[config.mk]
export PLATFORM = sky130hd
export DESIGN_NAME = pipelined_ripple_adder
export DESIGN_NICKNAME = d
export VERILOG_FILES = /design/src/rtl/pipelined_ripple_adder.sv
export SDC_FILE = /design/constraint.sdc
export NUM_CORES = 1
export LEC_CHECK = 0
export CORE_ASPECT_RATIO = 0.7
export CORE_MARGIN = 2
export CORE_UTILIZATION = 40
export DETAILED_ROUTE_END_ITERATION = 8
export DONT_BUFFER_PORTS = 1
export SYNTH_ARGS = -nofsm -noshare
export SYNTH_HDL_FRONTEND = slang
export SYNTH_SLANG_ARGS = --single-unit
[constraint.sdc]
create_clock -name clk -period 5.36 [get_ports clk]
set_input_delay 0.804 -clock clk [delete_from_list [all_inputs] [get_ports clk]]
set_output_delay 0.804 -clock clk [all_outputs]
set_load 0.01 [all_outputs]
[src/rtl/pipelined_ripple_adder.sv]
// ---------------------------------------------------------------------------
// pipelined_ripple_adder
//
// Purpose:
//   Pipelined WIDTH-bit adder. The add is split into NSEG = WIDTH/SEG ripple
//   segments with one segment per stage. The carry is registered between
//   stages, so the critical path is one SEG-bit ripple at any WIDTH.
//   Valid/ready stream interface with one add per cycle throughput.
//   Latency is NSEG cycles from acceptance to out_valid.
//
// Parameters:
//   WIDTH  operand / sum width in bits
//   SEG    bits summed per stage; WIDTH must be a multiple of SEG
//
// Ports:
//   clk        in   1      rising-edge clock
//   reset_n    in   1      asynchronous, active-low reset
//   in_valid   in   1      a, b and cin are valid this cycle
//   in_ready   out  1      stage 0 can accept this cycle
//   a          in   WIDTH  operand A (unsigned or two's complement)
//   b          in   WIDTH  operand B
//   cin        in   1      carry into bit 0
//   out_valid  out  1      s_out / c_out are valid
//   out_ready  in   1      downstream accepts this cycle
//   s_out      out  WIDTH  (a + b + cin) mod 2^WIDTH
//   c_out      out  1      carry out of bit WIDTH-1
//   ovf        out  1      signed overflow (only with PIPE_ADDER_OVF_EN)
//
// Optional feature macro:
//   PIPE_ADDER_OVF_EN  adds the ovf port and a sign-bit pipeline that keeps
//                      ovf aligned with s_out.
// ---------------------------------------------------------------------------
module pipelined_ripple_adder #(
    parameter int WIDTH = 16,
    parameter int SEG   = 4
) (
    input  logic             clk,
    input  logic             reset_n,
    input  logic             in_valid,
    output logic             in_ready,
    input  logic [WIDTH-1:0] a,
    input  logic [WIDTH-1:0] b,
    input  logic             cin,
    output logic             out_valid,
    input  logic             out_ready,
    output logic [WIDTH-1:0] s_out,
    output logic             c_out
`ifdef PIPE_ADDER_OVF_EN
    , output logic           ovf
`endif
);

    localparam int NSEG = WIDTH / SEG;

    if ((SEG < 1) || (WIDTH % SEG != 0)) begin : g_bad_params
        $error("pipelined_ripple_adder: WIDTH must be a non-zero multiple of SEG");
    end

    // The whole pipe moves together: it advances whenever the output slot
    // is empty or being drained. Bubbles shift along with real data.
    logic advance;

    assign advance  = ~out_valid | out_ready;
    assign in_ready = advance;

    // Each stage adds one SEG-bit slice. The register after stage k holds
    // the finished sum bits [(k+1)*SEG-1:0], the carry into the next slice
    // and (if any remain) the operand bits that are still to be summed.
    for (genvar k = 0; k < NSEG; k++) begin : g_stage
        logic [SEG-1:0]         seg_a;
        logic [SEG-1:0]         seg_b;
        logic                   carry_in;
        logic                   valid_in;
        logic [SEG:0]           seg_sum;
        logic [(k+1)*SEG-1:0]   sum_next;
        logic [(k+1)*SEG-1:0]   sum_q;
        logic                   carry_q;
        logic                   v_q;
`ifdef PIPE_ADDER_OVF_EN
        logic                   sign_a_in;
        logic                   sign_b_in;
        logic                   sign_a_q;
        logic                   sign_b_q;
`endif

        if (k == 0) begin : g_head
            assign seg_a    = a[SEG-1:0];
            assign seg_b    = b[SEG-1:0];
            assign carry_in = cin;
            assign valid_in = in_valid;
            assign sum_next = seg_sum[SEG-1:0];
`ifdef PIPE_ADDER_OVF_EN
            assign sign_a_in = a[WIDTH-1];
            assign sign_b_in = b[WIDTH-1];
`endif
        end else begin : g_body
            // The previous stage kept the unsummed operand bits right-aligned,
            // so this slice is always its lowest SEG bits.
            assign seg_a    = g_stage[k-1].g_opnd.opa_q[SEG-1:0];
            assign seg_b    = g_stage[k-1].g_opnd.opb_q[SEG-1:0];
            assign carry_in = g_stage[k-1].carry_q;
            assign valid_in = g_stage[k-1].v_q;
            assign sum_next = {seg_sum[SEG-1:0], g_stage[k-1].sum_q};
`ifdef PIPE_ADDER_OVF_EN
            assign sign_a_in = g_stage[k-1].sign_a_q;
            assign sign_b_in = g_stage[k-1].sign_b_q;
`endif
        end

        assign seg_sum = {1'b0, seg_a} + {1'b0, seg_b} + {{SEG{1'b0}}, carry_in};

        // Stage register: valid bit, partial sum and carry. Holds on stall.
        always_ff @(posedge clk or negedge reset_n) begin
            if (!reset_n) begin
                v_q     <= 1'b0;
                sum_q   <= '0;
                carry_q <= 1'b0;
            end else if (advance) begin
                v_q     <= valid_in;
                sum_q   <= sum_next;
                carry_q <= seg_sum[SEG];
            end
        end

`ifdef PIPE_ADDER_OVF_EN
        // Operand sign bits travel with the data so ovf lines up with s_out.
        always_ff @(posedge clk or negedge reset_n) begin
            if (!reset_n) begin
                sign_a_q <= 1'b0;
                sign_b_q <= 1'b0;
            end else if (advance) begin
                sign_a_q <= sign_a_in;
                sign_b_q <= sign_b_in;
            end
        end
`endif

        // Operand bits not yet summed; the last stage has none left.
        if (k < NSEG - 1) begin : g_opnd
            localparam int REM = WIDTH - (k + 1) * SEG;

            logic [REM-1:0] opa_next;
            logic [REM-1:0] opb_next;
            logic [REM-1:0] opa_q;
            logic [REM-1:0] opb_q;

            if (k == 0) begin : g_src_port
                assign opa_next = a[WIDTH-1:SEG];
                assign opb_next = b[WIDTH-1:SEG];
            end else begin : g_src_prev
                assign opa_next = g_stage[k-1].g_opnd.opa_q[SEG +: REM];
                assign opb_next = g_stage[k-1].g_opnd.opb_q[SEG +: REM];
            end

            always_ff @(posedge clk or negedge reset_n) begin
                if (!reset_n) begin
                    opa_q <= '0;
                    opb_q <= '0;
                end else if (advance) begin
                    opa_q <= opa_next;
                    opb_q <= opb_next;
                end
            end
        end
    end

    assign out_valid = g_stage[NSEG-1].v_q;
    assign s_out     = g_stage[NSEG-1].sum_q;
    assign c_out     = g_stage[NSEG-1].carry_q;

`ifdef PIPE_ADDER_OVF_EN
    // Signed overflow: like-signed operands produced a result of the other sign.
    assign ovf = (g_stage[NSEG-1].sign_a_q == g_stage[NSEG-1].sign_b_q) &
                 (s_out[WIDTH-1] != g_stage[NSEG-1].sign_a_q);
`endif

endmodule

* Word-level counts from Yosys, hierarchy flattened
Cells that the tools add are included.
** Word-level totals
- Memory bits (read-only) :: 0
- Memory bits (writable) :: 0
- Flip-flop bits (word level) :: 96
- Word-level logic and storage cells :: 28
- Input bits :: 37
- Bits in latches :: 0
- Memories kept :: 0
- Output and inout bits :: 19
** Operators by class
- Add/sub/neg operators :: 8
- Reductions and logical operators :: 0
- Muxes and demuxes :: 0
- Bitwise logic cells :: 2
- Magnitude comparators :: 0
- Div/mod/pow operators :: 0
- Multiply operators :: 0
- Equal/unequal tests :: 0
- Shift-type cells :: 0
** Operator list (count)
- 4-bit by 4-bit adder with 5-bit output :: 4
- 5-bit by 1-bit adder with 5-bit output :: 4
- 1-bit NOT :: 1
- 1-bit OR :: 1

* Depth between registers and ports, before layout
Gate-level depths: netlist of run 1.
- Word-level depth :: 2
- Depth in mapped cells :: 7
- Depth with buffers taken out :: 6

* Worst setup path before layout of run 1
No wires, ideal clock.
- Path type :: input -> output
- Start :: in out_ready
- End :: out in_ready
- Data required time :: 4556 ps
- Buffers on the path :: 3
- Stages on the path :: 5
- Setup slack :: 3220 ps
- Arrival time :: 1336 ps
- Path through :: nor2b_2 > buf_6 > inv_4 > buf_6 > buf_6
** Between the ends
- Word-level cells in the longest chain between the ends :: 1
** RTL lines
- start, declared :: RTL line 45 : input logic out_ready,
- 1-bit OR :: RTL line 63 : assign advance = ~out_valid | out_ready;
- end, declared :: RTL line 40 : output logic in_ready,
No other way between the ends.

* Worst setup path after layout of run 1
- Start :: reg g_stage[3].v_q (netlist: out_valid)
- End :: out in_ready
** Between the ends
- Word-level cells in the longest chain between the ends :: 2
** RTL lines
- start, declared :: RTL line 78 : logic v_q;
- start signal, assigned :: RTL line 119 : v_q <= valid_in;
- 1-bit NOT :: RTL line 63
- 1-bit OR :: RTL line 63
No other way between the ends.

==> out/metrics.yaml, run 1 <==
floorplanning:
  ios: 56
  fp-row-count: 31
  die_h_um: 89.2
  core_area_um2: 10200
  initial_core_util: 0.405
  die_w_um: 126
  dieArea_um2: 11200
run_status:
  status: "completed"
timing:
  setup_viol: 0
  timing.final.crit_share: 0.516
  skew_ps: 6.99
  tightest_slew_ps: 921
  slew_headroom: 0.386
  layout_setup_ws_ps: 2590
  hold_violations: 0
  period_minus_slack_ps: 2770
  maxSlewViolCount: 0
  hold_ws_ps: 156
  max_freq_ghz: 0.362
  rsz0062_at_grt: "false"
  final.setup.tns_ps: 0
global_route:
  grt-ovfl-total: 0
  antenna_found_initial: 0
  grt_usage: 0.140
  grt_pass1_vias: 2541
  grt_max_degree: 97
  grt_pass1_wl_mm: 12.3
clock_tree:
  cts_buffers: 9
  cts_sinks: 96
  cts_tree: "yes"
  cts_resized: 0
  clock_latency_ps: 340
  cts-htree-levels: 3
  post-cts-setup-buffer-count: 0
  cts-root-buf: "clkbuf_16"
  ctsHoldBuffers: 0
  clk_pin_slew_ps: 60
  clock_path_buffers: 2
hold_path:
  hold_class: "primary input to asynchronous set/reset pin"
final_layout:
  num_antenna_cells: 0
  final_common_cell: "nand2_1"
  design_area_um2: 4520
  nNetsFinal: 493
  layout-drive-gt1-share: 0.0544
  layout.cells.most_common_list: "233 x nand2_1, 96 x dfrtp_1, 16 x o21ai_1, 14 x inv_1, 12 x ha_1"
  area_delta_synth_final_pct: 8.98
placed_design:
  place_ws_ps: 2510
  place_congestion: 0.715
  post_dp_cell_area_um2: 4180
  dpl.hpwl_mm: 4.56
  numPortBuffers: 0
setup_path:
  criticalPathCategory: "register to primary output"
  cp.arrival_ps: 1960
  crit_path_end_kind: "primary output"
  cp_max_fo: 91
  cp.required_ps: 4560
  cp-start-kind: "register"
synthesis:
  postSynthCellCount: 444
  async_flop_share: 1.00
  ys_seq_area_frac: 0.579
  synth_fp_nets: 501
  synth_top_area_cell: "dfrtp_1"
  netlist_area_um2: 4150
  synth_ff_type: "dfrtp_1"
  synth_top_area_share: 0.579
  ys_ff_latch: 96
  synth_cell_types: 24
  synth_edf_count: 0
  syn_area_per_cell_um2: 9.35
  synthTopCellsByArea: "dfrtp_1 58%, nand2_1 21%, fa_1 3.9%"
  synth_warnings: 0
route:
  met2WireLength_mm: 2.95
  vias: 2615
  firstDrtPassIters: 4
  drc: 0
  wl_per_cell_um: 12.5
  viasPerCell: 4.56
  drt_iter0_drc: 234
  totalWireLength_mm: 7.16
  dr_wl_met3_um: 378
  m1WireLength_mm: 3.76
  antenna_left: 0
  dr.max_layer_used: "met4"
power_and_ir_drop:
  ir_drop_uv: 381
  leakagePower_nw: 2.36
  power_density_nw_per_um2: 608
run:
  max_cap_violations: 0
logic make-up (layout without fill, tap and decap cells):
kind of cell             count (synthesis)  after routing  synth area share
AND/OR/NAND/NOR                        250            250             0.231
flip-flops                              96             96             0.579
XOR/XNOR                                 4              4           0.00844
adder cells (fa/ha/maj)                 20             20            0.0747
AO/OA/AOI/OAI                           38             38            0.0552
buffers and inverters                   36             33            0.0524
metal layers:
layer  track usage  vias up
met4        0.0480        0
met5             0        -
li1              -     1349
met2         0.199       45
met3        0.0497        8
met1         0.201     1213
registers in the layout, summed over array words and instances, names as in the netlist:
signal	count
c_out	1
g_stage.carry_q	3
g_stage.g_opnd.opa_q	24
g_stage.g_opnd.opb_q	24
g_stage.sum_q	24
g_stage.v_q	3
out_valid	1
s_out	16
per-stage QoR:
stage	cells	power [mW]	utilization
global route	573	2.99	0.442
floorplan	444	1.90	-
global placement	557	2.02	0.408
finish	573	2.75	0.442
CTS	573	2.80	0.442
detailed placement	557	2.06	0.408
synth_stat cells (5+ instances only):
| cell type | n |
|---|---|
| o21ai_1 | 16 |
| nand2_1 | 233 |
| a21oi_1 | 6 |
| clkbuf_1 | 7 |
| a21oi_2 | 5 |
| inv_1 | 14 |
| dfrtp_1 | 96 |
| buf_6 | 10 |
| ha_1 | 12 |
| fa_1 | 8 |
| nor2_1 | 10 |
layout make-up:
class / instances / area, um2
fill: 1012 / 5720
sequential: 96 / 2400
multi-input combinational: 312 / 1540
clock buffer: 11 / 243
tap: 132 / 165
clock inverter: 5 / 104
inverter: 15 / 58.8
timing repair buffer: 2 / 15.0
path summary, 6_finish.rpt:
check                                            from                           to  slack [ps]  cells past startpoint
hold / removal                                reset_n   g_stage[1].g_opnd.opb_q[3]         160                      0
setup / recovery                            out_valid                     in_ready        2590                      3
hold reg to reg            g_stage[1].g_opnd.opb_q[6]   g_stage[2].g_opnd.opb_q[2]         470                      2
min in group clk           g_stage[1].g_opnd.opb_q[6]   g_stage[2].g_opnd.opb_q[2]         470                      2
max in group asynchronous                     reset_n  g_stage[0].g_opnd.opb_q[11]        5030                      0
setup reg to reg                            out_valid          g_stage[2].sum_q[8]        2890                      6
power breakdown:
part,switching (mW),total (mW),internal [mW]
combinational,0.447,0.764,0.318
clock,0.264,0.733,0.469
sequential,0.215,1.26,1.04
total,0.926,2.75,1.83
critical path: stages, from the launching register on:
cell	delay [ps]
dfrtp_1	400
nor2b_4	150
buf_4	700
inv_4	340
Note: power is estimated with default switching activity, not from simulation.
==> inputs of run 2 (changes only) <==
==> constraint.sdc (replaced) <==
create_clock -name clk -period 2.26 [get_ports clk]
set_input_delay 0.339 -clock clk [delete_from_list [all_inputs] [get_ports clk]]
set_output_delay 0.339 -clock clk [all_outputs]
set_load 0.01 [all_outputs]
==> run 2 against run 1 <==
Against the previous run:
- the run now ends with hold timing left
- global-route usage is 0.70 points higher
- sequential share of layout area is 0.074 points higher
- routed wire length is 3.8% higher
- largest power group unchanged
==> out/metrics.yaml, run 2 (synthesis gave the netlist of run 1 again) <==
run:
  max_cap_violations: 0  # unchanged
setup_path:
  cp.required_ps: 1920  # -2640 ps
  criticalPathCategory: "register to primary output"
  reg2regPathDepth: 5  # -1
  r2r_slack_ps: 430  # -2460 ps
  path_buf_inv: 2  # unchanged
  r2r_end: "c_out"
  critical-path-max-stage-delay_ps: 420  # -280 ps
  critPathCapture: "in_ready"
  crit_chain: "nor2b_4 -> inv_4 -> buf_12"
  crit_start: "out_valid"
  cp.arrival_ps: 1510  # -450 ps
  r2r_start: "g_stage[2].carry_q"
  crit_path_end_kind: "primary output"
  cp_max_fo: 37  # -59%
  cp-start-kind: "register"
  path_delay_family: "buffers and inverters"
  path_depth: 3  # unchanged
  slowest_stage: "dfrtp_1"
timing:
  max_freq_ghz: 0.541
  slew_headroom: 0.722  # +0.336
  timing.final.crit_share: 0.817
  layout_setup_ws_ps: 413  # -2180 ps
  setup_viol: 0  # unchanged
  final.setup.tns_ps: 0  # unchanged
  hold_ws_ps: -305  # -461 ps
  maxSlewViolCount: 0  # unchanged
  skew_ps: 5.40  # -1.59 ps
  rsz0062_at_grt: "false"
  tightest_slew_ps: 417  # -504 ps
  hold_violations: 96  # +96
  period_minus_slack_ps: 1850
power_and_ir_drop:
  power_density_nw_per_um2: 1410  # +130%
  leakagePower_nw: 2.36  # about the same
  ir_drop_uv: 745  # +95%
clock_tree:
  cts-root-buf: "clkbuf_16"
  cts_buffers: 9  # unchanged
  clk_pin_slew_ps: 60  # about the same
  cts_sinks: 96  # unchanged
  cts_tree: "yes"
  cts-htree-levels: 3  # unchanged
  clock_latency_ps: 340  # about the same
  post-cts-setup-buffer-count: 0  # unchanged
  clock_path_buffers: 2  # unchanged
route:
  wl_per_cell_um: 12.9  # +3.5%
  antenna_left: 0  # unchanged
  drc: 0  # unchanged
  drt_iter0_drc: 160  # -32%
  viasPerCell: 4.71  # +3.3%
  vias: 2710  # +3.6%
  totalWireLength_mm: 7.44  # +3.8%
  firstDrtPassIters: 4  # unchanged
final_layout:
  num_antenna_cells: 0  # unchanged
  area_delta_synth_final_pct: 8.83
  final_common_cell: "nand2_1"
  multi_input_area_um2: 1540  # unchanged
  top_regs: "g_stage.g_opnd.opa_q: 24 flops, g_stage.g_opnd.opb_q: 24 flops, g_stage.sum_q: 24 flops"
  nNetsFinal: 495  # +0.41%
  layout.cells.most_common_list: "233 x nand2_1, 96 x dfrtp_1, 16 x o21ai_1, 14 x inv_1, 12 x ha_1"
  fillers: 1054  # +4.2%
  layout-drive-gt1-share: 0.0564  # +0.00201
  regArea_um2: 2400  # unchanged
placed_design:
  dpl.hpwl_mm: 4.78  # +4.9%
  place_ws_ps: 424  # -2090 ps
  place_congestion: 0.714  # about the same
  numPortBuffers: 0  # unchanged
floorplanning:
  ios: 56  # unchanged
  die_h_um: 89.2  # unchanged
  initial_core_util: 0.405  # unchanged
  fp-row-count: 31  # unchanged
  die_w_um: 126  # unchanged
  dieArea_um2: 11200  # unchanged
  core_area_um2: 10200  # unchanged
hold_path:
  hold_class: "primary input to asynchronous set/reset pin"
global_route:
  grt_pass1_wl_mm: 12.9  # +4.4%
  grt_pass1_vias: 2708  # +6.6%
  antenna_found_initial: 0  # unchanged
  grt_usage: 0.147  # +0.00703
  grt-ovfl-total: 0  # unchanged
  grt_max_degree: 97  # unchanged
run_status:
  violations: "hold timing"
  status: "finished, violations left"
-- run 2: repair_timing --
item | in CTS | in global routing
setup endpoints to repair | 0 | 0
endpoints found under the hold margin | 96 | 96
gates resized for setup | 0 | 0
-- run 2: routing by layer --
metal / GRT usage / share of wire / up-vias
li1: - / - / 1354
met1: 0.202 / 0.49 / 1291
met2: 0.212 / 0.43 / 56
met3: 0.0622 / 0.071 / 9
met4: 0.0480 / 0.012 / 0
met5: 0 / 0 / -
-- run 2: worst min-delay path by stage --
stage | start | endpoint | slack, ps | cells after the start
floorplan | reset_n | c_out | 40 | 0
global placement | reset_n | s_out[11] | 50 | 0
detailed placement | reset_n | s_out[10] | 50 | 0
CTS | reset_n | g_stage[2].sum_q[11] | -320 | 0
global route | reset_n | g_stage[2].sum_q[11] | -330 | 0
finish | reset_n | s_out[10] | -300 | 0
-- run 2: final cells by class --
class / count / area share
multi-input combinational: 312 / 0.340
tap: 132 / 0.0366
clock buffer: 13 / 0.0576
inverter: 15 / 0.0130
clock inverter: 3 / 0.00886
sequential: 96 / 0.532
timing repair buffer: 4 / 0.0122
-- run 2: where the power goes --
group	internal (mW)	switching (mW)
registers	2.47	0.507
clock network	0.915	0.619
logic	0.792	1.09
total	4.18	2.21
-- run 2: per-stage QoR --
stage,util,hold WS [ps],total power [mW],instances,area [um2]
floorplan,-,43.4,4.52,444,4150
global placement,0.412,47.1,4.86,559,4220
detailed placement,0.412,46.0,4.94,559,4220
CTS,0.441,-320,6.51,575,4520
global route,0.441,-334,6.96,575,4520
finish,0.441,-305,6.39,575,4520
==> inputs of run 3 (changes only) <==
==> constraint.sdc (replaced) <==
create_clock -name clk -period 1.7 [get_ports clk]
set_input_delay 0.255 -clock clk [delete_from_list [all_inputs] [get_ports clk]]
set_output_delay 0.255 -clock clk [all_outputs]
set_load 0.01 [all_outputs]
==> run 3 against run 2 <==
Against the previous run:
- the run still ends with hold timing left
- first-iteration DRC count increased by 5.0%
- non-clock buffer count is 4 higher
- die area is the same
- combinational power increased by 40%
==> out/metrics.yaml, run 3 (synthesis gave the netlist of run 1 again) <==
global_route:
  grt_usage: 0.145  # -0.00220
  antenna_found_initial: 0  # unchanged
  grt_pass1_vias: 2629  # -2.9%
  grt_max_degree: 97  # unchanged
  grt_pass1_wl_mm: 12.8  # -0.96%
  grt-ovfl-total: 0  # unchanged
power_and_ir_drop:
  power_density_nw_per_um2: 1860  # +32%
  ir_drop_uv: 1050  # +41%
  total_power_mw: 8.51  # +33%
  leakagePower_nw: 2.38  # +1.0%
route:
  drt_iter0_drc: 168  # +5.0%
  wl_per_cell_um: 12.7  # -1.7%
  vias: 2697  # -0.48%
  viasPerCell: 4.66  # -1.2%
  drc: 0  # unchanged
  antenna_left: 0  # unchanged
  firstDrtPassIters: 4  # unchanged
  totalWireLength_mm: 7.36  # -0.98%
final_layout:
  design_area_um2: 4570  # +1.2%
  area_delta_synth_final_pct: 10.2
  instances_no_fill: 579  # +0.70%
  layout-drive-gt1-share: 0.0783  # +0.0219
  layout.cells.most_common_list: "233 x nand2_1, 96 x dfrtp_1, 16 x o21ai_1, 14 x inv_1, 12 x ha_1"
  nNetsFinal: 499  # +0.81%
  fin_util: 0.447  # +0.00550
  regArea_um2: 2400  # unchanged
  final_common_cell: "nand2_1"
  multi_input_area_um2: 1550  # +0.90%
  fillers: 993  # -5.8%
  top_regs: "g_stage.g_opnd.opa_q: 24 flops, g_stage.g_opnd.opb_q: 24 flops, g_stage.sum_q: 24 flops"
  num_antenna_cells: 0  # unchanged
clock_tree:
  cts-root-buf: "clkbuf_16"
  clock_path_buffers: 2  # unchanged
  clk_pin_slew_ps: 60  # about the same
  cts_sinks: 96  # unchanged
  cts-htree-levels: 3  # unchanged
  clock_latency_ps: 340  # about the same
  cts_buffers: 9  # unchanged
  cts_tree: "yes"
timing:
  hold_ws_ps: -389  # -84.6 ps
  layout_setup_ws_ps: 44.5  # -369 ps
  hold_violations: 96  # unchanged
  timing.final.crit_share: 0.974
  skew_ps: 4.48  # -0.922 ps
  tightest_slew_ps: 395  # -22.0 ps
  final.setup.tns_ps: 0  # unchanged
  maxSlewViolCount: 0  # unchanged
  max_freq_ghz: 0.604
  slew_headroom: 0.736  # +0.0146
  period_minus_slack_ps: 1660
  rsz0062_at_grt: "true"
  setup_viol: 0  # unchanged
placed_design:
  place_ws_ps: -15.5  # -439 ps
  dpl.hpwl_mm: 4.80  # +0.37%
  numPortBuffers: 0  # unchanged
  dp_cells: 562  # +0.54%
  post_dp_cell_area_um2: 4270  # +1.2%
  place_congestion: 0.736  # +3.0%
hold_path:
  hold_class: "primary input to asynchronous set/reset pin"
setup_path:
  reg2regPathDepth: 5  # unchanged
  criticalPathCategory: "register to register"
  cp.required_ps: 1930  # about the same
  r2r_start: "g_stage[2].g_opnd.opb_q[0]"
  r2r_end: "c_out"
  crit_chain: "fa_2 -> fa_2 -> a21o_1 -> a21oi_2 -> a21oi_2"
  critical-path-max-stage-delay_ps: 420  # about the same
  crit_path_end_kind: "register"
  slowest_stage: "fa_2"
  cp-start-kind: "register"
  r2r_slack_ps: 40  # -390 ps
  cp.arrival_ps: 1880  # +370 ps
  cp_max_fo: 2  # -95%
floorplanning:
  core_area_um2: 10200  # unchanged
  die_w_um: 126  # unchanged
  die_h_um: 89.2  # unchanged
  dieArea_um2: 11200  # unchanged
  ios: 56  # unchanged
  fp-row-count: 31  # unchanged
  initial_core_util: 0.405  # unchanged
run_status:
  status: "finished, violations left"
  violations: "hold timing"
run:
  max_cap_violations: 0  # unchanged
==> run 3: cell types whose count changed in the layout (fill, tap and decap cells not counted), sizes merged <==
cell and change:
buf +4, bufinv -1, clkinv +1
==> run 3: worst max-delay path by stage <==
stage                          startpoint                  to
5_1_grt        g_stage[2].g_opnd.opb_q[0]               c_out
6_report       g_stage[2].g_opnd.opb_q[0]               c_out
3_5_place_dp           g_stage[1].carry_q  g_stage[2].carry_q
3_3_place_gp           g_stage[2].carry_q               c_out
4_1_cts                g_stage[2].carry_q               c_out
2_1_floorplan          g_stage[2].carry_q               c_out
==> run 3: worst max-delay path: cells and delay by family (launching register included) <==
family                   cells  cell delay, ps
AO/OA/AOI/OAI                3             350
flip-flops                   1             400
adder cells (fa/ha/maj)      2             800
==> run 3: repair_timing <==
action	CTS	global route
endpoints found under the hold margin	96	96
endpoints found under the setup margin	2	3
buffers inserted	1	0
pin swaps	0	5
resized for setup	2	2
==> run 3: power breakdown <==
group	switching [mW]	internal, mW	total (mW)	leakage, nW
sequential	0.690	3.28	3.97	1.16
combinational	1.47	1.16	2.63	1.08
clock	0.806	1.10	1.91	0.145
==> run 3: layout make-up <==
| type | count | share of cell area |
|---|---|---|
| clock buffers | 13 | 0.0591 |
| clock inverters | 3 | 0.00328 |
| inverters | 15 | 0.0134 |
| multi-input cells | 312 | 0.339 |
| flip-flops and latches | 96 | 0.525 |
| well taps | 132 | 0.0361 |
| repair buffers | 8 | 0.0241 |
==> run 3: layer usage <==
layer  routed length (um)  GRT usage
met1                 3840      0.203
met2                 3030      0.208
met3                  412     0.0563
met4                   76     0.0480
met5                    0          0
